--- config.mk ---
export PLATFORM = sky130hd
export DESIGN_NAME = sseg_scan_mux_flat
export DESIGN_NICKNAME = d
export VERILOG_FILES = /design/src/rtl/sseg_pkg.sv /design/src/rtl/sseg_scan_mux_if.sv /design/src/rtl/refresh_timer.sv /design/src/rtl/sseg_scan_mux.sv /design/src/flat_wrapper.sv
export SDC_FILE = /design/constraint.sdc
export NUM_CORES = 1
export LEC_CHECK = 0
export ABC_AREA = 1
export BUFFER_PORTS_ARGS = -buffer_cell sky130_fd_sc_hd__buf_4
export CAP_MARGIN = 20
export CELL_PAD_IN_SITES_DETAIL_PLACEMENT = 0
export CELL_PAD_IN_SITES_GLOBAL_PLACEMENT = 1
export CORE_MARGIN = 5
export CORE_UTILIZATION = 45
export CTS_BUF_LIST = sky130_fd_sc_hd__clkbuf_4
export DETAILED_ROUTE_END_ITERATION = 8
export PLACE_DENSITY = 0.81
export SLEW_MARGIN = 20
export SYNTH_ARGS = -nofsm -noshare
export SYNTH_HDL_FRONTEND = slang
export SYNTH_SLANG_ARGS = --single-unit
--- constraint.sdc ---
create_clock -name clk -period 4.4 [get_ports clk]
set_input_delay 0.44 -clock clk [delete_from_list [all_inputs] [get_ports clk]]
set_output_delay 0.44 -clock clk [all_outputs]
set_load 0.005 [all_outputs]
--- src/rtl/sseg_pkg.sv ---
// Shared constants and types for the seven-segment display path
// (scan driver and the upstream per-digit hex decoders).
package sseg_pkg;

  localparam int         NUM_DIGITS = 4;
  localparam logic [6:0] SEG_BLANK  = 7'b1111111;
  localparam logic [3:0] AN_OFF     = 4'b1111;

  // Phase within one digit slot: anodes held off, or the selected anode driven.
  typedef enum logic {
    BLANK = 1'b0,
    DRIVE = 1'b1
  } slot_state_t;

  // One complete display image: segment patterns, decimal points, digit enables.
  typedef struct packed {
    logic [NUM_DIGITS-1:0][6:0] seg;
    logic [NUM_DIGITS-1:0]      dp;
    logic [NUM_DIGITS-1:0]      en;
  } disp_buf_t;

  localparam disp_buf_t BUF_RESET = '{
    seg: {NUM_DIGITS{SEG_BLANK}},
    dp:  '0,
    en:  '0
  };

  // Active-low anode vector selecting a single digit.
  function automatic logic [NUM_DIGITS-1:0] anode_select(input logic [1:0] idx);
    return AN_OFF ^ (4'b0001 << idx);
  endfunction

endpackage

--- src/rtl/sseg_scan_mux_if.sv ---
// Bundle between the display-value producer and the scan driver, plus the
// driver's display-side outputs and its slot-phase debug view.
interface sseg_scan_mux_if;
  import sseg_pkg::*;

  // load is a one-cycle strobe with no back-pressure: it is always accepted,
  // and a later load before the frame boundary replaces the earlier one.
  // pending is high while an accepted image waits for the next frame boundary.
  logic [6:0]          seg0;
  logic [6:0]          seg1;
  logic [6:0]          seg2;
  logic [6:0]          seg3;
  logic [NUM_DIGITS-1:0] dp_in;
  logic [NUM_DIGITS-1:0] digit_en;
  logic                load;
  logic                pending;
  logic                frame_start;
  logic [6:0]          seg;
  logic                dp;
  logic [NUM_DIGITS-1:0] an;
  slot_state_t         slot_state;

  modport master (
    output seg0, seg1, seg2, seg3, dp_in, digit_en, load,
    input  pending, frame_start, seg, dp, an, slot_state
  );

  modport slave (
    input  seg0, seg1, seg2, seg3, dp_in, digit_en, load,
    output pending, frame_start, seg, dp, an, slot_state
  );

endinterface

--- src/rtl/refresh_timer.sv ---
// Digit-slot timer: counts REFRESH_DIV cycles per slot and flags the
// leading dead-time window in which all anodes stay off.
module refresh_timer #(
  parameter int REFRESH_DIV = 100000,
  parameter int DEAD_CYCLES = 1000
) (
  input  logic clk,
  input  logic reset,
  output logic slot_end,
  output logic in_dead
);

  localparam int             CW   = $clog2(REFRESH_DIV);
  localparam logic [CW-1:0]  TERM = CW'(REFRESH_DIV - 1);

  logic [CW-1:0] cnt;

  always_ff @(posedge clk) begin
    if (reset) begin
      cnt <= '0;
    end else if (slot_end) begin
      cnt <= '0;
    end else begin
      cnt <= cnt + CW'(1);
    end
  end

  assign slot_end = (cnt == TERM);

  // With no dead time the comparison would be constant, so tie it off.
  generate
    if (DEAD_CYCLES == 0) begin : g_no_dead
      assign in_dead = 1'b0;
    end else begin : g_dead
      assign in_dead = (cnt < CW'(DEAD_CYCLES));
    end
  endgenerate

endmodule

--- src/rtl/sseg_scan_mux.sv ---
// Four-digit common-anode scan driver with a frame-synchronous double buffer
// and anti-ghosting dead time at the start of every digit slot.
module sseg_scan_mux
  import sseg_pkg::*;
#(
  parameter int REFRESH_DIV = 100000,
  parameter int DEAD_CYCLES = 1000
) (
  input  logic              clk,
  input  logic              reset,
  sseg_scan_mux_if.slave    bus
);

  logic        slot_end;
  logic        in_dead;
  logic [1:0]  idx;
  logic        boundary;

  disp_buf_t   in_buf;
  disp_buf_t   pend_buf;
  disp_buf_t   act_buf;
  logic        pending_q;

  slot_state_t state;
  slot_state_t next_state;

  logic [6:0]            seg_d;
  logic [6:0]            seg_q;
  logic                  dp_d;
  logic                  dp_q;
  logic [NUM_DIGITS-1:0] an_d;
  logic [NUM_DIGITS-1:0] an_q;
  logic                  frame_start_q;

  refresh_timer #(
    .REFRESH_DIV (REFRESH_DIV),
    .DEAD_CYCLES (DEAD_CYCLES)
  ) u_timer (
    .clk      (clk),
    .reset    (reset),
    .slot_end (slot_end),
    .in_dead  (in_dead)
  );

  assign in_buf   = {bus.seg3, bus.seg2, bus.seg1, bus.seg0, bus.dp_in, bus.digit_en};
  assign boundary = slot_end && (idx == 2'(NUM_DIGITS - 1));

  always_ff @(posedge clk) begin
    if (reset) begin
      idx <= '0;
    end else if (slot_end) begin
      idx <= idx + 2'd1;
    end
  end

  // A load that lands on the boundary bypasses the pending stage entirely.
  always_ff @(posedge clk) begin
    if (reset) begin
      pend_buf  <= BUF_RESET;
      act_buf   <= BUF_RESET;
      pending_q <= 1'b0;
    end else if (boundary) begin
      if (bus.load) begin
        act_buf <= in_buf;
      end else if (pending_q) begin
        act_buf <= pend_buf;
      end
      pending_q <= 1'b0;
    end else if (bus.load) begin
      pend_buf  <= in_buf;
      pending_q <= 1'b1;
    end
  end

  // state tracks the slot phase of the cycle currently on the output pins.
  always_ff @(posedge clk) begin
    if (reset) begin
      state <= BLANK;
    end else begin
      state <= next_state;
    end
  end

  always_comb begin
    next_state = DRIVE;
    seg_d      = SEG_BLANK;
    dp_d       = 1'b1;
    an_d       = AN_OFF;
    if (in_dead) begin
      next_state = BLANK;
    end
    if (act_buf.en[idx]) begin
      seg_d = act_buf.seg[idx];
      dp_d  = ~act_buf.dp[idx];
      if (next_state == DRIVE) begin
        an_d = anode_select(idx);
      end
    end
  end

  always_ff @(posedge clk) begin
    if (reset) begin
      seg_q         <= SEG_BLANK;
      dp_q          <= 1'b1;
      an_q          <= AN_OFF;
      frame_start_q <= 1'b0;
    end else begin
      seg_q         <= seg_d;
      dp_q          <= dp_d;
      an_q          <= an_d;
      frame_start_q <= boundary;
    end
  end

  assign bus.seg         = seg_q;
  assign bus.dp          = dp_q;
  assign bus.an          = an_q;
  assign bus.frame_start = frame_start_q;
  assign bus.pending     = pending_q;
  assign bus.slot_state  = state;

endmodule

--- src/flat_wrapper.sv ---
// flat-port wrapper written by rule: the top's interface ports become plain ports
module sseg_scan_mux_flat import sseg_pkg::*;
#(
  parameter int REFRESH_DIV = 100000,
  parameter int DEAD_CYCLES = 1000
)
  (clk, reset, bus_seg0, bus_seg1, bus_seg2, bus_seg3, bus_dp_in, bus_digit_en, bus_load, bus_pending, bus_frame_start, bus_seg, bus_dp, bus_an, bus_slot_state);
  sseg_scan_mux_if bus_i ();
  input  logic clk;
  input  logic reset;
  input wire logic [$bits(bus_i.seg0)-1:0] bus_seg0;
  input wire logic [$bits(bus_i.seg1)-1:0] bus_seg1;
  input wire logic [$bits(bus_i.seg2)-1:0] bus_seg2;
  input wire logic [$bits(bus_i.seg3)-1:0] bus_seg3;
  input wire logic [$bits(bus_i.dp_in)-1:0] bus_dp_in;
  input wire logic [$bits(bus_i.digit_en)-1:0] bus_digit_en;
  input wire logic [$bits(bus_i.load)-1:0] bus_load;
  output wire logic [$bits(bus_i.pending)-1:0] bus_pending;
  output wire logic [$bits(bus_i.frame_start)-1:0] bus_frame_start;
  output wire logic [$bits(bus_i.seg)-1:0] bus_seg;
  output wire logic [$bits(bus_i.dp)-1:0] bus_dp;
  output wire logic [$bits(bus_i.an)-1:0] bus_an;
  output wire logic [$bits(bus_i.slot_state)-1:0] bus_slot_state;
  assign bus_i.seg0 = bus_seg0;
  assign bus_i.seg1 = bus_seg1;
  assign bus_i.seg2 = bus_seg2;
  assign bus_i.seg3 = bus_seg3;
  assign bus_i.dp_in = bus_dp_in;
  assign bus_i.digit_en = bus_digit_en;
  assign bus_i.load = bus_load;
  assign bus_pending = bus_i.pending;
  assign bus_frame_start = bus_i.frame_start;
  assign bus_seg = bus_i.seg;
  assign bus_dp = bus_i.dp;
  assign bus_an = bus_i.an;
  assign bus_slot_state = bus_i.slot_state;
  sseg_scan_mux #(.REFRESH_DIV(REFRESH_DIV), .DEAD_CYCLES(DEAD_CYCLES)) u_core (.clk(clk), .reset(reset), .bus(bus_i));
endmodule
# Word-level counts from Yosys, hierarchy flattened
# Cells that the tools add are included.
word_totals:
  output_inout_bits: 15
  ff_bits: 106
op_classes:
  n_eq_ne: 2
  add_sub_neg: 2
  n_reduce_logical: 8
  n_mux: 9
  bitwise: 4
  n_lt_le_gt_ge: 2
  shift: 1
ops:
  columns: ["operator", "n"]
  rows:
  - ["$mux 36", 2]
  - ["$add 17x1->17 const B", 1]
  - ["$eq 17x17->1 const B", 1]
  - ["$lt 17x10->1 const B", 1]
  - ["$bmux 7 s2", 1]
  - ["$mux 7", 1]
  - ["$reduce_or 2->1", 3]
  - ["$bmux 1 s2", 2]
  - ["$not 4->4", 1]
  - ["$reduce_and 2->1", 2]
  - ["$shl 1x2->4 const A", 1]
  - ["$lt 2x3->1 const B", 1]
  - ["$mux 1", 3]
  - ["$not 1->1", 3]
  - ["$reduce_or 3->1", 1]
  - ["$add 2x1->2 const B", 1]
  - ["$eq 2x2->1 const B", 1]
  - ["$reduce_bool 2->1", 1]
  - ["$logic_and 1x1->1", 1]

# Depth between registers and ports, before layout
# Gate-level depths: netlist of the first run.
depth:
  ltp_word: 4
  depth_mapped: 11

# By module
# Synthesis of the first run repeated with hierarchy kept, for this count alone.
hier_totals:
  cells_unflattened: 674
  area_unflattened_um2: 4787.1
by_module_without_submodules:
  columns: ["module", "cells_per_inst", "seq_area_each_um2", "n_inst", "area_each_um2"]
  rows:
  - ["sseg_scan_mux", 525, 1781.7, 1, 3834.9]
  - ["refresh_timer", 149, 340.3, 1, 952.2]

# Worst setup path after synthesis of the first run
# OpenSTA, ideal clock, no wires.
synth_timing:
  path_type: "reg-to-reg"
  start: "register u_core.idx[0]"
  end: "register u_core.idx[1]"
  t_arrival_ps: 1415
  setup_slack_ps: 2863
  period_less_slack_ps: 1537
  n_path_buf: 2
  t_required_ps: 4278
  setup_time_ps: 122
  path_stages_with_launch: 7
  path_cell_list: "dfxtp_1 inv_1 clkbuf_1 clkbuf_1 ha_1 o21ai_0 a21oi_1"
synth_via:
  elab_chain_cells: 1
synth_rtl:
  columns: ["item", "line_no", "rtl"]
  rows:
  - ["from (decl)", "sseg_scan_mux.sv:16", "logic [1:0] idx;"]
  - ["from (signal assigned)", "sseg_scan_mux.sv:52", "idx <= idx + 2'd1;"]
  - ["$add 2x1->2", "sseg_scan_mux.sv:52", null]
# Every way passes these cells.
# A chain may end at the register's enable or synchronous reset.

# Final worst setup path of the first run
layout_timing:
  start: "register u_core.idx[0]"
  end: "register u_core.pend_buf[9] in the netlist's numbering"
layout_via:
  elab_chain_cells: 4
layout_rtl:
  columns: ["item", "line_no", "rtl"]
  rows:
  - ["$eq 2x2->1", "sseg_scan_mux.sv:46", "assign boundary = slot_end && (idx == 2'(NUM_DIGITS - 1));"]
  - ["$logic_and 1x1->1", "sseg_scan_mux.sv:46", null]
  - ["$not 1->1 (no line)", null, null]
  - ["$reduce_and 2->1 (no line)", null, null]
  - ["to (signal assigned)", "sseg_scan_mux.sv:70", "pend_buf <= in_buf;"]
  - ["to (decl)", "sseg_scan_mux.sv:20", "disp_buf_t pend_buf;"]
# Every way passes these cells.

==> results of run 1 <==
-- state kept, by name, indices dropped and copies added (netlist names) --
signal and cells:
u_core.bus.pending 1, u_core.act_buf 36, u_core.u_timer.cnt 17, u_core.pend_buf 36, u_core.bus.frame_start 1, u_core.bus.slot_state 1, u_core.idx 2, u_core.bus.seg 7
u_core.bus.dp 1, u_core.bus.an 4
-- how the worst max path moves through the flow --
| stage | endpoint | slack, ns | cells past startpoint | from |
|---|---|---|---|---|
| 2_1_floorplan | u_core.idx[1] | 2.86 | 6 | u_core.idx[0] |
| 3_3_place_gp | u_core.pend_buf[24] | 1.58 | 5 | u_core.idx[0] |
| 3_5_place_dp | u_core.pend_buf[19] | 1.44 | 5 | u_core.idx[0] |
| 4_1_cts | u_core.pend_buf[13] | 1.40 | 5 | u_core.idx[0] |
| 5_1_grt | u_core.pend_buf[29] | 1.02 | 5 | u_core.idx[0] |
| 6_report | u_core.pend_buf[9] | 1.39 | 5 | u_core.idx[0] |
-- metal layers --
layer | up-vias | track usage [%]
li1 | 2194 | -
met1 | 1895 | 26.1
met2 | 92 | 24.4
met3 | 11 | 2.44
met4 | 0 | 5.29
met5 | - | 0
-- report_power, final --
| group | switching [mW] | internal (mW) |
|---|---|---|
| Clock | 0.316 | 0.185 |
| Sequential | 0.00860 | 0.986 |
| Combinational | 0.0739 | 0.0567 |
-- area by class of cell --
| cell class | instances | area [um^2] | share of cell area [%] |
|---|---|---|---|
| inverter | 92 | 345 | 6.46 |
| clock buffer | 11 | 82.6 | 1.55 |
| sequential | 106 | 2120 | 39.7 |
| timing repair buffer | 55 | 413 | 7.73 |
| multi-input combinational | 435 | 2160 | 40.4 |
| tap | 136 | 170 | 3.18 |
| clock inverter | 4 | 53.8 | 1.01 |
-- logic make-up after synthesis --
logic type | after synthesis
AND/OR/NAND/NOR | 280
multiplexers | 8
AO/OA/AOI/OAI | 138
adder cells (fa/ha/maj) | 5
XOR/XNOR | 4
flip-flops | 106
buffers and inverters | 128
-- critical path, stage by stage, from the launching register on --
cell and delay (ns):
dfxtp_1 0.78, ha_1 0.41, nand4_2 0.82, nand2_1 0.25
inv_1 0.37, o21ai_0 0.28
-- per-stage QoR --
stage          worst slack, ns  power, mW  util [%]  area, um^2  hold WS (ns)
2_1_floorplan             2.86       1.10         -        4820         0.418
3_5_place_dp              1.44       1.15      50.2        5210         0.435
6_report                  1.39       1.63      51.5        5340         0.296
3_3_place_gp              1.58       1.14      50.2        5210         0.430
5_1_grt                   1.02       1.70      51.5        5340         0.293
4_1_cts                   1.40       1.64      51.5        5340         0.283
-- cell usage in the layout, fill, tap and decap left out, types with 2 or more instances in the layout --
cell type and n:
inv_2 2, o21ai_0 78, xnor2_1 2, a21oi_1 52
xor2_1 2, nand3_1 41, clkinv_1 2, o221ai_1 8
nand4_1 4, ha_1 5, clkbuf_4 11, dfxtp_1 106
buf_4 55, nand2_1 142, inv_1 88, nand2_2 2
mux2_2 8, nand3b_1 8, or2_2 2, clkinvlp_4 2
nor3_1 4, nor2_2 3, nor2_1 65
==> run summary, run 1 <==
remaining global-route overflow: 0
worst skew pair latency: 0.44 ns
die footprint: 0.0129 mm^2
GRT Total Usage: 17.0%
Hold Path Depth: 5
Syn Nets: 713
Crit Path Max Fanout: 33
initial cell density of the core: 46.4%
I/O Buffers: 53
Pwr Density: 304 mW/mm^2
Max Root-Sink Buffers: 2
VDD IR-drop max: 0.136 mV
diode count: 0
area leader, netlist: dfxtp_1
worst hold-check path type: input port to register
Critical R2R Launch: u_core.idx[0]
DP HPWL: 7190 um
Synthesis Warnings: 0
setup TNS: 0 ns
Worst Tran Pin Value: 1.01 ns
First DRT Iteration DRCs: 248
total CTS buffers: 9
Rows: 37
first-pass GRT wire length: 18300 um
fin crit period: 3.01 ns
fin nets: 743
fraction of layout cells with a size suffix above 1: 13.2%
antenna viol nets, final: 0
status: completed
highest routed layer: met4
Top FF cell, synth: dfxtp_1
met1 WL: 5650 um
setup bufs post-CTS: 0
top-count cell post-synth: nand2_1
Startpoint Class: register
Layout Skew: 0.0243 ns
Die X: 113 um
max_cap viols: 0
P_leak: 2.60 nW
1st-pass router iterations: 4
FILL cells: 1064
RSZ-0062 raised after global routing: no
H-tree lvl count: 3
PostCTS Resize Cnt: 0
placed cell count: 824
cts hold-fix bufs: 0
largest net degree at the start of global routing: 83
DRT Wirelength: 10700 um
Hold Path End: u_core.pend_buf[12]
clock tree sinks: 106
WL met3: 534 um
worst reg2reg endpoint: u_core.pend_buf[9]
Final Hold Viols: 0
area share of fa/ha/maj cells after synthesis: 1.30%
routed vias: 4192
Compound-Gate Fraction of Synth Area: 15.0%
period utilization: 68.5%
fmax: 332 MHz
post-synthesis mux area share: 1.87%
initial antenna violation count: 0
required time worst endpoint: 4.75 ns
RePlAce Congestion: 0.834
headroom to the max-slew limit: 32.8%
Unique masters post-synth: 34
post-synthesis sequential area ratio: 44.1%
cells after synthesis: 669
Die Height: 113 um
number of global-route vias before repair: 3843
Vias/cell: 5.00
Routed wire per std cell: 12.8 um
worst hold start: bus_seg0[4]
Synth Area in Simple Gates: 25.9%
core box area: 0.0104 mm^2
synth top area cells: dfxtp_1 (44%), nand2_1 (11%), o21ai_0 (8.1%), inv_1 (6.9%), a21oi_1 (5.4%)
DR WL met2: 4440 um
Synth Register Bits: 106
area grow syn2layout: 11.0%
R2R cell count: 5
root buf cell: clkbuf_4
ys async rst share: 0%
TritonCTS clock tree: done
FF-to-FF setup slack: 1.39 ns
Worst setup EP type: register
syn avg cell area: 7.20 um^2
number of synthesized flops with an enable pin: 0
I/O pins: 54
share of the synthesized area in the top cell type: 44.1%
clock-pin slew on the worst setup and hold paths: 0.17 ns
synthesized cell area: 0.00482 mm^2
largest family of logic cells by synthesized area: simple AND/OR/NAND/NOR gates
synth cell count leaders: nand2_1 (142), dfxtp_1 (106), inv_1 (88), o21ai_0 (78), nor2_1 (65)
DRC Markers: 0
WP data arrival: 3.36 ns
Final setup viols: 0
XOR/XNOR Fraction of Synth Area: 0.727%
Crit Path Category: register to register
max-slew violations: 0
Final Non-Filler Cells: 839
Power figures use the tool's default switching activity.
==> run 2: changes to the inputs <==
--- a/config.mk
+++ b/config.mk
@@ -5,7 +5,7 @@
 export SDC_FILE = /design/constraint.sdc
 export NUM_CORES = 1
 export LEC_CHECK = 0
-export ABC_AREA = 1
+export ABC_AREA = 0
 export BUFFER_PORTS_ARGS = -buffer_cell sky130_fd_sc_hd__buf_4
 export CAP_MARGIN = 20
 export CELL_PAD_IN_SITES_DETAIL_PLACEMENT = 0
@@ -14,7 +14,7 @@
 export CORE_UTILIZATION = 45
 export CTS_BUF_LIST = sky130_fd_sc_hd__clkbuf_4
 export DETAILED_ROUTE_END_ITERATION = 8
-export PLACE_DENSITY = 0.81
+export PLACE_DENSITY = 0.78
 export SLEW_MARGIN = 20
 export SYNTH_ARGS = -nofsm -noshare
 export SYNTH_HDL_FRONTEND = slang
==> constraint.sdc (replaced) <==
create_clock -name clk -period 2.88 [get_ports clk]
set_input_delay 0.288 -clock clk [delete_from_list [all_inputs] [get_ports clk]]
set_output_delay 0.288 -clock clk [all_outputs]
set_load 0.005 [all_outputs]
==> run 2 against run 1 <==
Synthesized cell count down 14%. Global-route usage up 2.0 points. Synthesized area rose by 1.3%. Count of clock-buffer cells in the layout down 1. Setup slack worse by 0.85 ns. Critical path depth increased by 1. Register-to-register slack worse by 0.85 ns. Sequential share of layout area fell by 1.0 points. Maximum frequency up 29%. Worst hold slack got worse by 0.21 ns. Cell area is 2.7% higher.
==> run summary, run 2 <==
Die X: 114 um (+0.59%)
area grow syn2layout: 12.5%
FILL cells: 1078 (+1.3%)
max-slew violations: 0 (unchanged)
Unique masters post-synth: 41 (+21%)
share of the synthesized area in the top cell type: 43.5% (-0.57 points)
most frequent cells in the layout: dfxtp_1 (106), buf_4 (71), o211ai_1 (64), nor2_1 (53), nand2_1 (47)
antenna viol nets, final: 0 (unchanged)
required time worst endpoint: 3.28 ns (-1.47 ns)
slowest stage delay, CP: 0.52 ns (-0.30 ns)
clock-pin slew on the worst setup and hold paths: 0.15 ns (-0.02 ns)
fmax: 427 MHz (+29%)
fin nets: 648 (-13%)
initial cell density of the core: 45.4% (-1.0 points)
die footprint: 0.0130 mm^2 (+1.2%)
Synth Register Bits: 106 (unchanged)
ys async rst share: 0% (unchanged)
setup TNS: 0 ns (unchanged)
Final setup viols: 0 (unchanged)
fin crit period: 2.34 ns (-0.674 ns)
max_cap viols: 0 (unchanged)
clock power share: 32.4% (+1.6 points)
diode count: 0 (unchanged)
Max Root-Sink Buffers: 2 (unchanged)
H-tree lvl count: 3 (unchanged)
switch share: 24.3% (-0.19 points)
headroom to the max-slew limit: 47.4% (+15 points)
First DRT Iteration DRCs: 298 (+20%)
period utilization: 81.3% (+13 points)
post-synthesis sequential area ratio: 43.5% (-0.57 points)
number of global-route vias before repair: 3793 (-1.3%)
Vias/cell: 5.64 (+13%)
core box area: 0.0107 mm^2 (+3.6%)
VDD IR-drop max: 0.416 mV (+210%)
Seq pwr share: 58.9% (-2.3 points)
Worst setup EP type: register
setup bufs post-CTS: 0 (unchanged)
number of synthesized flops with an enable pin: 0 (unchanged)
Syn Nets: 621 (-13%)
worst skew pair latency: 0.47 ns (+0.03 ns)
Crit Path Max Fanout: 28 (-15%)
first-pass GRT wire length: 19800 um (+8.2%)
Crit Path Category: register to register
I/O pins: 54 (unchanged)
area leader, netlist: dfxtp_1
routed vias: 4226 (+0.81%)
P_leak: 2.01 nW (-23%)
cts hold-fix bufs: 0 (unchanged)
largest net degree at the start of global routing: 78 (-6.0%)
total CTS buffers: 9 (unchanged)
DRT Wirelength: 11900 um (+11%)
PostCTS Resize Cnt: 0 (unchanged)
initial antenna violation count: 0 (unchanged)
crit-path cells: ha_1 -> and4_1 -> nand4_1 -> o21a_1 -> buf_4 -> o211ai_1
Rows: 38 (+2.7%)
top-count cell post-synth: dfxtp_1
Largest regs: u_core.act_buf (36), u_core.pend_buf (36), u_core.u_timer.cnt (17)
DP HPWL: 7780 um (+8.2%)
Layout Utilization: 51.1% (-0.46 points)
Pwr Density: 472 mW/mm^2 (+55%)
Critical path buffers and inverters: 1 (unchanged)
RePlAce Congestion: 0.779 (-6.6%)
Synthesis Warnings: 0 (unchanged)
Top FF cell, synth: dfxtp_1
root buf cell: clkbuf_4
slowest library cell on the worst path: nand4_1
Sw Pwr: 0.629 mW (+58%)
DRC Markers: 0 (unchanged)
status: completed
synthesized cell area: 0.00488 mm^2 (+1.3%)
Startpoint Class: register
TritonCTS clock tree: done
I/O Buffers: 53 (unchanged)
Routed wire per std cell: 15.9 um (+25%)
synth top area cells: dfxtp_1 (43%), o211ai_1 (9.8%), mux4_2 (4.2%), a21oi_1 (4.1%), nor2_1 (4.1%)
Die Height: 114 um (+0.59%)
Internal Power: 1.96 mW (+60%)
Layout Skew: 0.0188 ns (-0.00558 ns)
Final Hold Viols: 0 (unchanged)
GRT Total Usage: 19.0% (+2.0 points)
WP data arrival: 2.74 ns (-0.62 ns)
cells after synthesis: 577 (-14%)
most common cell after layout, fill and taps aside: dfxtp_1
syn avg cell area: 8.45 um^2 (+17%)
clock tree sinks: 106 (unchanged)
1st-pass router iterations: 5 (+1)
remaining global-route overflow: 0 (unchanged)
CP top delay family: simple AND/OR/NAND/NOR gates
Worst Tran Pin Value: 0.789 ns (-0.217 ns)
RSZ-0062 raised after global routing: no
fraction of layout cells with a size suffix above 1: 17.6% (+4.3 points)
worst hold-check path type: input port to register
part of the power in combinational logic: 8.6% (+0.6 points)
synth cell count leaders: dfxtp_1 (106), o211ai_1 (64), nor2_1 (53), nand2_1 (47), a21oi_1 (40)
run 2: cell types whose count changed in the layout (fill, tap and decap cells not counted), moves of 10 or more:
cell      previous run  this run
inv_1               88        32
buf_4               55        71
o21ai_0             78        39
nand2_1            142        47
nor4_1               1        30
nand3_1             41        12
a21oi_1             52        40
nand4_1              4        14
o211ai_1             0        64
nor2_1              65        53
run 2: power groups by stage:
| stage | combinational, mW | clock [mW] | sequential [mW] |
|---|---|---|---|
| 4_1_cts | 0.225 | 0.871 | 1.53 |
| 3_3_place_gp | 0.222 | 0 | 1.56 |
| 3_5_place_dp | 0.224 | 0 | 1.56 |
| 6_report | 0.224 | 0.839 | 1.52 |
| 2_1_floorplan | 0.143 | 0 | 1.55 |
| 5_1_grt | 0.254 | 0.939 | 1.53 |
run 2: cell type report:
class | instances | area [um^2] | share of cell area [%]
timing repair buffer | 71 | 533 | 9.71
tap | 140 | 175 | 3.19
clock inverter | 6 | 81.3 | 1.48
inverter | 32 | 120 | 2.19
sequential | 106 | 2120 | 38.7
clock buffer | 10 | 75.1 | 1.37
multi-input combinational | 384 | 2380 | 43.4
run 2: worst reg2reg max path, cell delays in order, from the launching register on:
cell and delay, ns:
dfxtp_1 0.39, ha_1 0.25, and4_1 0.33, nand4_1 0.52
o21a_1 0.37, buf_4 0.23, o211ai_1 0.20
run 2: worst paths after layout:
| kind | startpoint | end | slack, ns | cells after the start |
|---|---|---|---|---|
| worst max-delay path | u_core.u_timer.cnt[0] | u_core.pend_buf[28] | 0.54 | 6 |
| worst min-delay path | bus_seg3[2] | u_core.pend_buf[31] | 0.08 | 3 |
| worst max register to register | u_core.u_timer.cnt[0] | u_core.pend_buf[28] | 0.54 | 6 |
| worst min register to register | u_core.u_timer.cnt[0] | u_core.u_timer.cnt[0] | 0.48 | 1 |
run 2: kinds of logic after synthesis:
logic type | after synthesis | share of synthesized area [%]
flops | 106 | 43.5
buf+inv | 87 | 7.77
simple gates | 194 | 19.9
mux | 12 | 4.77
compound gates | 161 | 20.6
fa+ha+maj | 5 | 1.28
xor+xnor | 12 | 2.15
run 2: per-layer routing:
layer,up-vias,GRT usage [%],routed length (um)
li1,2123,-,-
met1,1998,28.0,5900
met2,101,27.9,5360
met3,4,5.18,603
met4,0,4.04,70
met5,-,0,0
run 2: through the flow:
stage	setup WS, ns	instance area [um^2]	instances	total power, mW	hold slack [ns]
2_1_floorplan	1.17	4880	577	1.70	0.429
3_3_place_gp	0.639	5330	733	1.78	0.443
3_5_place_dp	0.579	5330	733	1.78	0.466
4_1_cts	0.542	5490	749	2.62	0.0503
5_1_grt	0.308	5490	749	2.72	0.0384
6_report	0.540	5490	749	2.59	0.0822
